$ cat config.mk
export PLATFORM = sky130hd
export DESIGN_NAME = vga_layer_arbiter
export DESIGN_NICKNAME = d
export VERILOG_FILES = /design/src/rtl/vga_pkg.sv /design/src/rtl/vga_collision_tracker.sv /design/src/rtl/vga_layer_arbiter.sv
export SDC_FILE = /design/constraint.sdc
export NUM_CORES = 1
export LEC_CHECK = 0
export BUFFER_PORTS_ARGS = -buffer_cell sky130_fd_sc_hd__buf_2
export CAP_MARGIN = 10
export CORE_ASPECT_RATIO = 0.8
export CORE_UTILIZATION = 47
export CTS_BUF_LIST = sky130_fd_sc_hd__clkbuf_4 sky130_fd_sc_hd__clkbuf_8
export CTS_CLUSTER_DIAMETER = 30
export CTS_CLUSTER_SIZE = 16
export DETAILED_ROUTE_END_ITERATION = 8
export GPL_TIMING_DRIVEN = 0
export PLACE_DENSITY = 0.72
export SYNTH_ARGS = -nofsm -noshare
export SYNTH_HDL_FRONTEND = slang
export SYNTH_SLANG_ARGS = --single-unit
export TNS_END_PERCENT = 10
$ cat constraint.sdc
create_clock -name clk -period 2.9 [get_ports clk]
set_input_delay 0 -clock clk [delete_from_list [all_inputs] [get_ports clk]]
set_output_delay 0 -clock clk [all_outputs]
set_load 0.005 [all_outputs]
$ cat src/rtl/vga_pkg.sv
// Shared constants, configuration address map and collision pair numbering
// for the VGA layer arbiter and anything that talks to it.
package vga_pkg;

  localparam int COLOR_W     = 8;
  localparam int RGB_W       = 3 * COLOR_W;
  localparam int FILL_EN_BIT = 24;

  typedef enum logic [1:0] {
    CFG_ENABLE = 2'd0,
    CFG_PRIO   = 2'd1,
    CFG_FILL   = 2'd2,
    CFG_RSVD   = 2'd3
  } cfg_addr_e;

  // Pairs (i<j) are numbered (0,1),(0,2)..(0,n-1),(1,2).. starting at bit 0.
  function automatic int pair_index(input int i, input int j, input int n);
    return i * n - (i * (i + 1)) / 2 + (j - i - 1);
  endfunction

endpackage

$ cat src/rtl/vga_collision_tracker.sv
// Per-frame sticky collision accumulator: flags every pair of masked layers
// that overlap on a visible pixel and publishes the set at each frame start.
module vga_collision_tracker
  import vga_pkg::*;
#(
  parameter int NUM_LAYERS = 4,
  parameter int PAIRS      = NUM_LAYERS * (NUM_LAYERS - 1) / 2
) (
  input  logic                  clk,
  input  logic                  rst_n,
  input  logic                  i_frame_start,
  input  logic                  i_active,
  input  logic [NUM_LAYERS-1:0] i_masked_hit,
  output logic [PAIRS-1:0]      o_collision,
  output logic                  o_collision_valid
);

  logic [PAIRS-1:0] pair_hit;
  logic [PAIRS-1:0] acc_d, acc_q;
  logic [PAIRS-1:0] coll_d, coll_q;
  logic             valid_d, valid_q;

  always_comb begin
    // NOTE: every combinational output gets a default first so no path can infer a latch.
    pair_hit = '0;
    for (int i = 0; i < NUM_LAYERS; i++) begin
      for (int j = i + 1; j < NUM_LAYERS; j++) begin
        pair_hit[pair_index(i, j, NUM_LAYERS)] = i_active & i_masked_hit[i] & i_masked_hit[j];
      end
    end
  end

  // A hit on the frame-start cycle belongs to the frame that is just beginning.
  always_comb begin
    acc_d   = i_frame_start ? pair_hit : (acc_q | pair_hit);
    coll_d  = i_frame_start ? acc_q : coll_q;
    valid_d = i_frame_start;
  end

  always_ff @(posedge clk or negedge rst_n) begin
    if (!rst_n) begin
      acc_q   <= '0;
      coll_q  <= '0;
      valid_q <= 1'b0;
    end else begin
      // NOTE: state flops use non-blocking assignments so all of them update from pre-edge values.
      acc_q   <= acc_d;
      coll_q  <= coll_d;
      valid_q <= valid_d;
    end
  end

  assign o_collision       = coll_q;
  assign o_collision_valid = valid_q;

endmodule

$ cat src/rtl/vga_layer_arbiter.sv
// Per-pixel ownership of the VGA output between the background and the sprite
// layers, with frame-synchronous configuration and collision reporting.
module vga_layer_arbiter #(
  parameter  int NUM_LAYERS = 4,
  parameter  int COLOR_W    = vga_pkg::COLOR_W,
  localparam int RGB_W      = 3 * COLOR_W,
  localparam int PAIRS      = NUM_LAYERS * (NUM_LAYERS - 1) / 2
) (
  input  logic                        clk,
  input  logic                        rst_n,
  input  logic                        i_frame_start,
  input  logic                        i_active,
  input  logic [RGB_W-1:0]            i_bg_rgb,
  input  logic [NUM_LAYERS-1:0]       i_layer_hit,
  input  logic [NUM_LAYERS*RGB_W-1:0] i_layer_rgb,
  input  logic                        cfg_valid,
  output logic                        cfg_ready,
  input  logic [1:0]                  cfg_addr,
  input  logic [31:0]                 cfg_data,
  output logic [RGB_W-1:0]            o_rgb,
  output logic                        o_active,
  output logic [PAIRS-1:0]            o_collision,
  output logic                        o_collision_valid
);

  localparam int IDX_W = $clog2(NUM_LAYERS);

  logic                  ready_q;
  logic                  unused_cfg_data;

  logic [NUM_LAYERS-1:0] shadow_en_d, shadow_en_q;
  logic                  shadow_rev_d, shadow_rev_q;
  logic                  shadow_fill_en_d, shadow_fill_en_q;
  logic [RGB_W-1:0]      shadow_fill_rgb_d, shadow_fill_rgb_q;

  logic [NUM_LAYERS-1:0] act_en_d, act_en_q;
  logic                  act_rev_d, act_rev_q;
  logic                  act_fill_en_d, act_fill_en_q;
  logic [RGB_W-1:0]      act_fill_rgb_d, act_fill_rgb_q;

  logic [NUM_LAYERS-1:0] s1_masked_d, s1_masked_q;
  logic [IDX_W-1:0]      s1_win_idx_d, s1_win_idx_q;
  logic [RGB_W-1:0]      s1_win_rgb_d, s1_win_rgb_q;
  logic [RGB_W-1:0]      s1_bg_d, s1_bg_q;
  logic                  s1_active_d, s1_active_q;
  logic                  s1_fill_en_d, s1_fill_en_q;
  logic [RGB_W-1:0]      s1_fill_rgb_d, s1_fill_rgb_q;

  logic [RGB_W-1:0]      rgb_d, rgb_q;
  logic                  active_d, active_q;

  assign cfg_ready       = ready_q & ~i_frame_start;
  assign unused_cfg_data = ^cfg_data[31:vga_pkg::FILL_EN_BIT+1];

  // Host writes only ever touch the shadow copy.
  always_comb begin
    shadow_en_d       = shadow_en_q;
    shadow_rev_d      = shadow_rev_q;
    shadow_fill_en_d  = shadow_fill_en_q;
    shadow_fill_rgb_d = shadow_fill_rgb_q;
    if (cfg_valid && cfg_ready) begin
      case (vga_pkg::cfg_addr_e'(cfg_addr))
        vga_pkg::CFG_ENABLE: shadow_en_d = cfg_data[NUM_LAYERS-1:0];
        vga_pkg::CFG_PRIO:   shadow_rev_d = cfg_data[0];
        vga_pkg::CFG_FILL: begin
          shadow_fill_rgb_d = cfg_data[RGB_W-1:0];
          shadow_fill_en_d  = cfg_data[vga_pkg::FILL_EN_BIT];
        end
        default: ;
      endcase
    end
  end

  // The *_d view is also what the current pixel uses, so the commit cycle
  // already sees the new configuration.
  always_comb begin
    act_en_d       = i_frame_start ? shadow_en_q       : act_en_q;
    act_rev_d      = i_frame_start ? shadow_rev_q      : act_rev_q;
    act_fill_en_d  = i_frame_start ? shadow_fill_en_q  : act_fill_en_q;
    act_fill_rgb_d = i_frame_start ? shadow_fill_rgb_q : act_fill_rgb_q;
  end

  always_comb begin
    s1_masked_d   = i_layer_hit & act_en_d;
    s1_bg_d       = i_bg_rgb;
    s1_active_d   = i_active;
    s1_fill_en_d  = act_fill_en_d;
    s1_fill_rgb_d = act_fill_rgb_d;
    s1_win_idx_d  = '0;
    s1_win_rgb_d  = '0;
    // Scan towards the preferred end; the last masked hit seen wins.
    if (act_rev_d) begin
      for (int k = 0; k < NUM_LAYERS; k++) begin
        if (s1_masked_d[k]) begin
          s1_win_idx_d = IDX_W'(k);
          s1_win_rgb_d = i_layer_rgb[k*RGB_W +: RGB_W];
        end
      end
    end else begin
      for (int k = NUM_LAYERS - 1; k >= 0; k--) begin
        if (s1_masked_d[k]) begin
          s1_win_idx_d = IDX_W'(k);
          s1_win_rgb_d = i_layer_rgb[k*RGB_W +: RGB_W];
        end
      end
    end
  end

  // With no masked hit the index stays 0 and that layer's bit is clear.
  always_comb begin
    rgb_d    = '0;
    active_d = s1_active_q;
    if (s1_active_q) begin
      if (s1_fill_en_q)                   rgb_d = s1_fill_rgb_q;
      else if (s1_masked_q[s1_win_idx_q]) rgb_d = s1_win_rgb_q;
      else                                rgb_d = s1_bg_q;
    end
  end

  always_ff @(posedge clk or negedge rst_n) begin
    if (!rst_n) begin
      ready_q           <= 1'b0;
      shadow_en_q       <= '1;
      shadow_rev_q      <= 1'b0;
      shadow_fill_en_q  <= 1'b0;
      shadow_fill_rgb_q <= '0;
      act_en_q          <= '1;
      act_rev_q         <= 1'b0;
      act_fill_en_q     <= 1'b0;
      act_fill_rgb_q    <= '0;
    end else begin
      ready_q           <= 1'b1;
      shadow_en_q       <= shadow_en_d;
      shadow_rev_q      <= shadow_rev_d;
      shadow_fill_en_q  <= shadow_fill_en_d;
      shadow_fill_rgb_q <= shadow_fill_rgb_d;
      act_en_q          <= act_en_d;
      act_rev_q         <= act_rev_d;
      act_fill_en_q     <= act_fill_en_d;
      act_fill_rgb_q    <= act_fill_rgb_d;
    end
  end

  always_ff @(posedge clk or negedge rst_n) begin
    if (!rst_n) begin
      s1_masked_q   <= '0;
      s1_win_idx_q  <= '0;
      s1_win_rgb_q  <= '0;
      s1_bg_q       <= '0;
      s1_active_q   <= 1'b0;
      s1_fill_en_q  <= 1'b0;
      s1_fill_rgb_q <= '0;
      rgb_q         <= '0;
      active_q      <= 1'b0;
    end else begin
      s1_masked_q   <= s1_masked_d;
      s1_win_idx_q  <= s1_win_idx_d;
      s1_win_rgb_q  <= s1_win_rgb_d;
      s1_bg_q       <= s1_bg_d;
      s1_active_q   <= s1_active_d;
      s1_fill_en_q  <= s1_fill_en_d;
      s1_fill_rgb_q <= s1_fill_rgb_d;
      rgb_q         <= rgb_d;
      active_q      <= active_d;
    end
  end

  assign o_rgb    = rgb_q;
  assign o_active = active_q;

  vga_collision_tracker #(
    .NUM_LAYERS (NUM_LAYERS),
    .PAIRS      (PAIRS)
  ) u_collision (
    .clk               (clk),
    .rst_n             (rst_n),
    .i_frame_start     (i_frame_start),
    .i_active          (i_active),
    .i_masked_hit      (s1_masked_d),
    .o_collision       (o_collision),
    .o_collision_valid (o_collision_valid)
  );

endmodule

After elaboration in Yosys (flattened, before gate mapping)
Cells that the tools add are included.
Cells by class
  equal/unequal tests: 2
  order comparisons: 1
  reductions and logical operators: 5
  mux-type cells: 25
  bitwise gates (word level): 13
Operators with widths (count)
  24-bit 2-to-1 mux: 12
  2-bit 2-to-1 mux: 7
  1-bit AND: 10
  6-bit 2-to-1 mux: 1
  6-bit OR: 1
  2-bit AND reduction: 3
  4-bit AND: 1
  4-bit 2-to-1 mux: 1
  2-bit by 3-bit less-than comparator with 1-bit output (second input constant): 1
  1-bit 2-to-1 mux: 3
  1-bit binary-select mux with 2-bit select: 1
  2-bit by 1-bit == test with 1-bit output (second input constant): 1
  2-bit == test (second input constant): 1
  2-bit zero test: 1
  1-bit logical AND: 1
  1-bit inverter: 1
Storage, ports and cells
  output and inout port bits: 33
  logic and storage cells: 65
  bits in registers: 154

Depth between registers and ports, before layout
  word-level depth: 7
  mapped depth: 9
  depth with buffers taken out: 6

Hierarchy
From an unflattened synthesis, not the netlist that was laid out.
Second synthesis, totals
  cell total of the unflattened synthesis: 692
  area total of the unflattened synthesis: 7473.4 µm²
Modules (own cells, without submodules)
  vga_layer_arbiter: seq. area each 3538.4 µm², times used 1, area an instance 6971.7 µm², cells an instance 654
  vga_collision_tracker: seq. area each 325.3 µm², times used 1, area an instance 501.7 µm², cells an instance 38

Worst setup path before layout
No wires, ideal clock.
  kind: reg2reg
  start point: reg s1_win_idx_q[0]
  end point: reg rgb_q[10], in the netlist o_rgb[10]
  arrival: 1.399 ns
  path slack: 1.364 ns
  period minus slack after synthesis: 1.536 ns
  path buffers: 2
  library setup time: 0.137 ns
  cell stages (with the launch flop): 6
  cells stage by stage: dfrtp_1 mux4_2 buf_2 buf_2 mux2i_1 a21oi_1
Between the ends
  word-level cells in the longest chain between the ends: 5
RTL lines
  from (decl): RTL line vga_layer_arbiter.sv:42  | logic [IDX_W-1:0] s1_win_idx_d, s1_win_idx_q;
  from (signal assigned): RTL line vga_layer_arbiter.sv:157  | s1_win_idx_q <= s1_win_idx_d;
  1-bit binary-select mux with 2-bit select: RTL line vga_layer_arbiter.sv:115  | else if (s1_masked_q[s1_win_idx_q]) rgb_d = s1_win_rgb_q;
  1-bit 2-to-1 mux (implied by the code): RTL line vga_layer_arbiter.sv:115
  24-bit 2-to-1 mux: RTL line vga_layer_arbiter.sv:115
  24-bit 2-to-1 mux: RTL line vga_layer_arbiter.sv:114  | if (s1_fill_en_q) rgb_d = s1_fill_rgb_q;
  24-bit 2-to-1 mux: RTL line vga_layer_arbiter.sv:113  | if (s1_active_q) begin
  named net rgb_d[10]: RTL line vga_layer_arbiter.sv:49  | logic [RGB_W-1:0] rgb_d, rgb_q;
  to (signal assigned): RTL line vga_layer_arbiter.sv:163  | rgb_q <= rgb_d;
  to (decl): RTL line vga_layer_arbiter.sv:49
The timed path passes the listed nets, and every way through them passes these cells. The select of a mux whose other input is x is not followed.
A chain may end at the register's enable or synchronous reset.

Worst setup path in the final report
  start point: in i_frame_start
  end point: reg s1_win_rgb_q[6]
Between the ends
  word-level cells in the longest chain between the ends: 7
  elaborated cells between the ends (all ways): 12
RTL lines
  from (decl): RTL line vga_layer_arbiter.sv:11  | input logic i_frame_start,
  4-bit 2-to-1 mux: RTL line vga_layer_arbiter.sv:77  | act_en_d = i_frame_start ? shadow_en_q : act_en_q;
  4-bit AND: RTL line vga_layer_arbiter.sv:84  | s1_masked_d = i_layer_hit & act_en_d;
  24-bit 2-to-1 mux, on equally long branches (4 in series): RTL line vga_layer_arbiter.sv:101, vga_layer_arbiter.sv:94
  24-bit 2-to-1 mux *: RTL line vga_layer_arbiter.sv:92  | if (act_rev_d) begin
  named net s1_win_rgb_d[6]: RTL line vga_layer_arbiter.sv:43  | logic [RGB_W-1:0] s1_win_rgb_d, s1_win_rgb_q;
  to (signal assigned): RTL line vga_layer_arbiter.sv:158  | s1_win_rgb_q <= s1_win_rgb_d;
  to (decl): RTL line vga_layer_arbiter.sv:43
The timed path passes the listed nets; every way through them passes the cells marked *.

==> metrics.txt <==
status=finished clean; xor/xnor share of the synthesized area=0%; Final HPWL DP=15900 um; IO buf count=185; RSZ-0062 raised after global routing=false; Die ar.=16200 um^2; clk slew on worst S/H paths=90 ps; PostCTS Resize Cnt=0; setup violators final=0; HP Class=in -> reg; placed cell area=8610 um^2; Critical Path End Type=flip-flop; H-Tree Level Count=4; Sink Count=154; Crit Path Class=in -> reg; crit path DAT=3060 ps; Final period util=93.8%; EDFF count, synth=0; Synth Instances=684; post-synthesis mux area share=14.0%; global-route wire length before repair=36300 um; WL final=23300 um; initial detailed-routing violation count=843; P per Cell Area=656 nW/um^2; design area=9920 um^2; Final TNS setup=0 ps; Initial Util=48.7%; largest family of logic cells by synthesized area=compound AO/OA/AOI/OAI gates; number of distinct library cells after synthesis=38; Placer Congestion=0.884; Most used DFF post-synth=dfrtp_1; Vias/cell=5.75; Max stage delay on crit path=580 ps; Layout Nets=1145; adder-cell share of the synthesized area=0%; first-pass iteration count of the detailed router=6; share of cells above drive strength 1=32.6%; asr flop ratio synth=100%; crit start category=primary input; drt drc=0; clk buf depth=2; Syn Area/Cell=10.8 um^2; fmax=368 MHz; Synth Cell Area=7390 um^2; Max-slew headroom=49.7%; Seq/Total Area, Yosys=52.3%; Die Width=142 um; CP delay by family, top=buffers and inverters; # IOs=196; simple-gate area share of the yosys netlist=8.87%; worst slack, placed=750 ps; post-DR wirelength/cell=19.3 um; Pleak=4.57 nW; die height=114 um; crit path max-delay cell type=dlygate4sd3_1; Core ar.=15200 um^2; Root Driver=clkbuf_8; crit path cell chain=dlygate4sd3_1, buf_2, buf_4, buf_6, mux2i_4, clkinv_1, clkbuf_1, a21oi_1, a32oi_1, dlygate4sd3_1; Post-DRT Antenna Nets=0; CTS tree=yes; worst-path fanout max=10; Top cell by count, worst path=dlygate4sd3_1; via total after detailed routing=6931; FP Rows=40; Final Hold Vio Count=0; initial antenna violation count=1; All-Layer GR Usage=29.6%; min Tclk post-route=2720 ps; worst setup margin=180 ps; clk_lat worst skew=450 ps; FF+latch count, synth=154; Worst Path Required=3240 ps; Setup Skew=11.3 ps; Yosys warning count=0; Mapped Nets=847; post-synthesis compound-gate area fraction=20.3%; max-capacitance violation count=0; largest net degree at the start of global routing=83; TritonCTS buffer count=17; total grt overflow=0; Worst-Margin Slew=754 ps; Inserted Diodes=0; Layout area overhead=34.2%; vias in the first global route=6703; Slew Viols, Final=0; worst path bufs/invs=7; Worst VDD drop=0.372 mV
## worst reg2reg max path: stages (launching register included)
cell and delay (ps):
dfstp_2 580, mux2i_4 130, nor2_2 360, clkbuf_1 490, a221oi_1 190, a32oi_1 240, dlygate4sd3_1 610
## Yosys cell counts (all sizes together) (4+ instances only)
| library cell | number | share of area (%) |
|---|---|---|
| dfrtp | 146 | 49 |
| nand2 | 79 | 4.1 |
| o21ai | 74 | 5.0 |
| mux2 | 62 | 9.5 |
| a21oi | 50 | 3.4 |
| a211oi | 48 | 4.9 |
| and3 | 48 | 4.1 |
| clkbuf | 42 | 2.2 |
| mux2i | 27 | 4.2 |
| a221oi | 24 | 2.8 |
| a32oi | 24 | 2.8 |
| buf | 23 | 1.9 |
| dfstp | 8 | 2.8 |
| inv | 7 | 0.39 |
| nor2 | 5 | 0.29 |
| o2bb2ai | 4 | 0.47 |
## state kept, by name, summed over array words and instances, names as in the netlist, 4 cells and up
register and flops:
act_en_q 4, o_rgb 24, s1_bg_q 24, s1_fill_rgb_q 24, s1_masked_q 4, s1_win_rgb_q 24, shadow_en_q 4, shadow_fill_rgb_q 24
u_collision.acc_q 6, u_collision.o_collision 6
## layout by cell type, fill, tap and decap left out, types with 2 or more instances in the layout
cell and count:
mux2i_4 3, mux2_2 61, clkinvlp_4 3, inv_1 4, o2bb2ai_1 4, buf_6 4
and3_1 48, buf_4 3, o21ai_0 54, dfstp_2 8, inv_8 5, a221oi_1 24
dlygate4sd3_1 93, a21oi_1 50, nand2_1 78, a32o_1 2, inv_2 2, inv_6 4
buf_2 201, a32oi_1 24, clkbuf_1 40, clkbuf_8 18, a211oi_1 48, clkbuf_2 2
o21ai_1 20, dfrtp_1 146, mux2i_1 24, nor2_1 4
## timing repair
action                    in CTS  in global routing
hold endpoints to repair     164                  0
setup buffers                  0                  0
hold buffers                  93                  0
## worst paths after layout
| kind | startpoint | end | slack [ps] | cells past startpoint |
|---|---|---|---|---|
| min in group asynchronous | rst_n | u_collision.acc_q[3] | 140 | 2 |
| max in group asynchronous | rst_n | shadow_en_q[0] | 1920 | 3 |
| min reg2reg | u_collision.acc_q[3] | u_collision.acc_q[3] | 500 | 1 |
| min | i_layer_rgb[36] | s1_win_rgb_q[12] | 50 | 4 |
| max reg2reg | shadow_en_q[3] | s1_win_rgb_q[9] | 250 | 6 |
| max | i_frame_start | s1_win_rgb_q[6] | 180 | 10 |
## power breakdown
part           switching [mW]  internal (mW)  total (mW)
logic                    1.17          0.951        2.12
registers               0.204           2.63        2.83
clock network           0.905          0.653        1.56
## stage by stage
stage	instances	power (mW)	hold slack (ps)	utilization (%)
after floorplan	684	3.99	-296	-
after global placement	1079	4.68	109	56.6
after detailed placement	1080	4.72	87.5	56.8
after CTS	1205	6.48	13.6	65.4
after global routing	1205	6.82	37.2	65.4
final	1205	6.51	50.4	65.4
## layout make-up
type,count,area (um^2)
timing repair buffer,279,1890
fill,1231,5250
multi-input combinational,457,3190
sequential,154,3860
buffer,65,302
clock buffer,18,248
tap,210,263
inverter,8,32.5
clock inverter,14,128
## kinds of logic (layout without fill, tap and decap cells)
| kind of cell | Yosys count | after routing |
|---|---|---|
| buffers and inverters | 73 | 384 |
| other | 1 | 1 |
| multiplexers | 90 | 90 |
| flip-flops | 154 | 154 |
| AND/OR/NAND/NOR | 137 | 137 |
| AO/OA/AOI/OAI | 229 | 229 |
## per-layer routing
layer | track usage [%] | share of wire (%) | wire, um
met5 | 0 | 0.043 | 10
met4 | 9.89 | 2.5 | 590
met3 | 5.90 | 8.1 | 1880
met2 | 45.3 | 45 | 10500
met1 | 42.2 | 44 | 10300
Power figures use the tool's default switching activity.
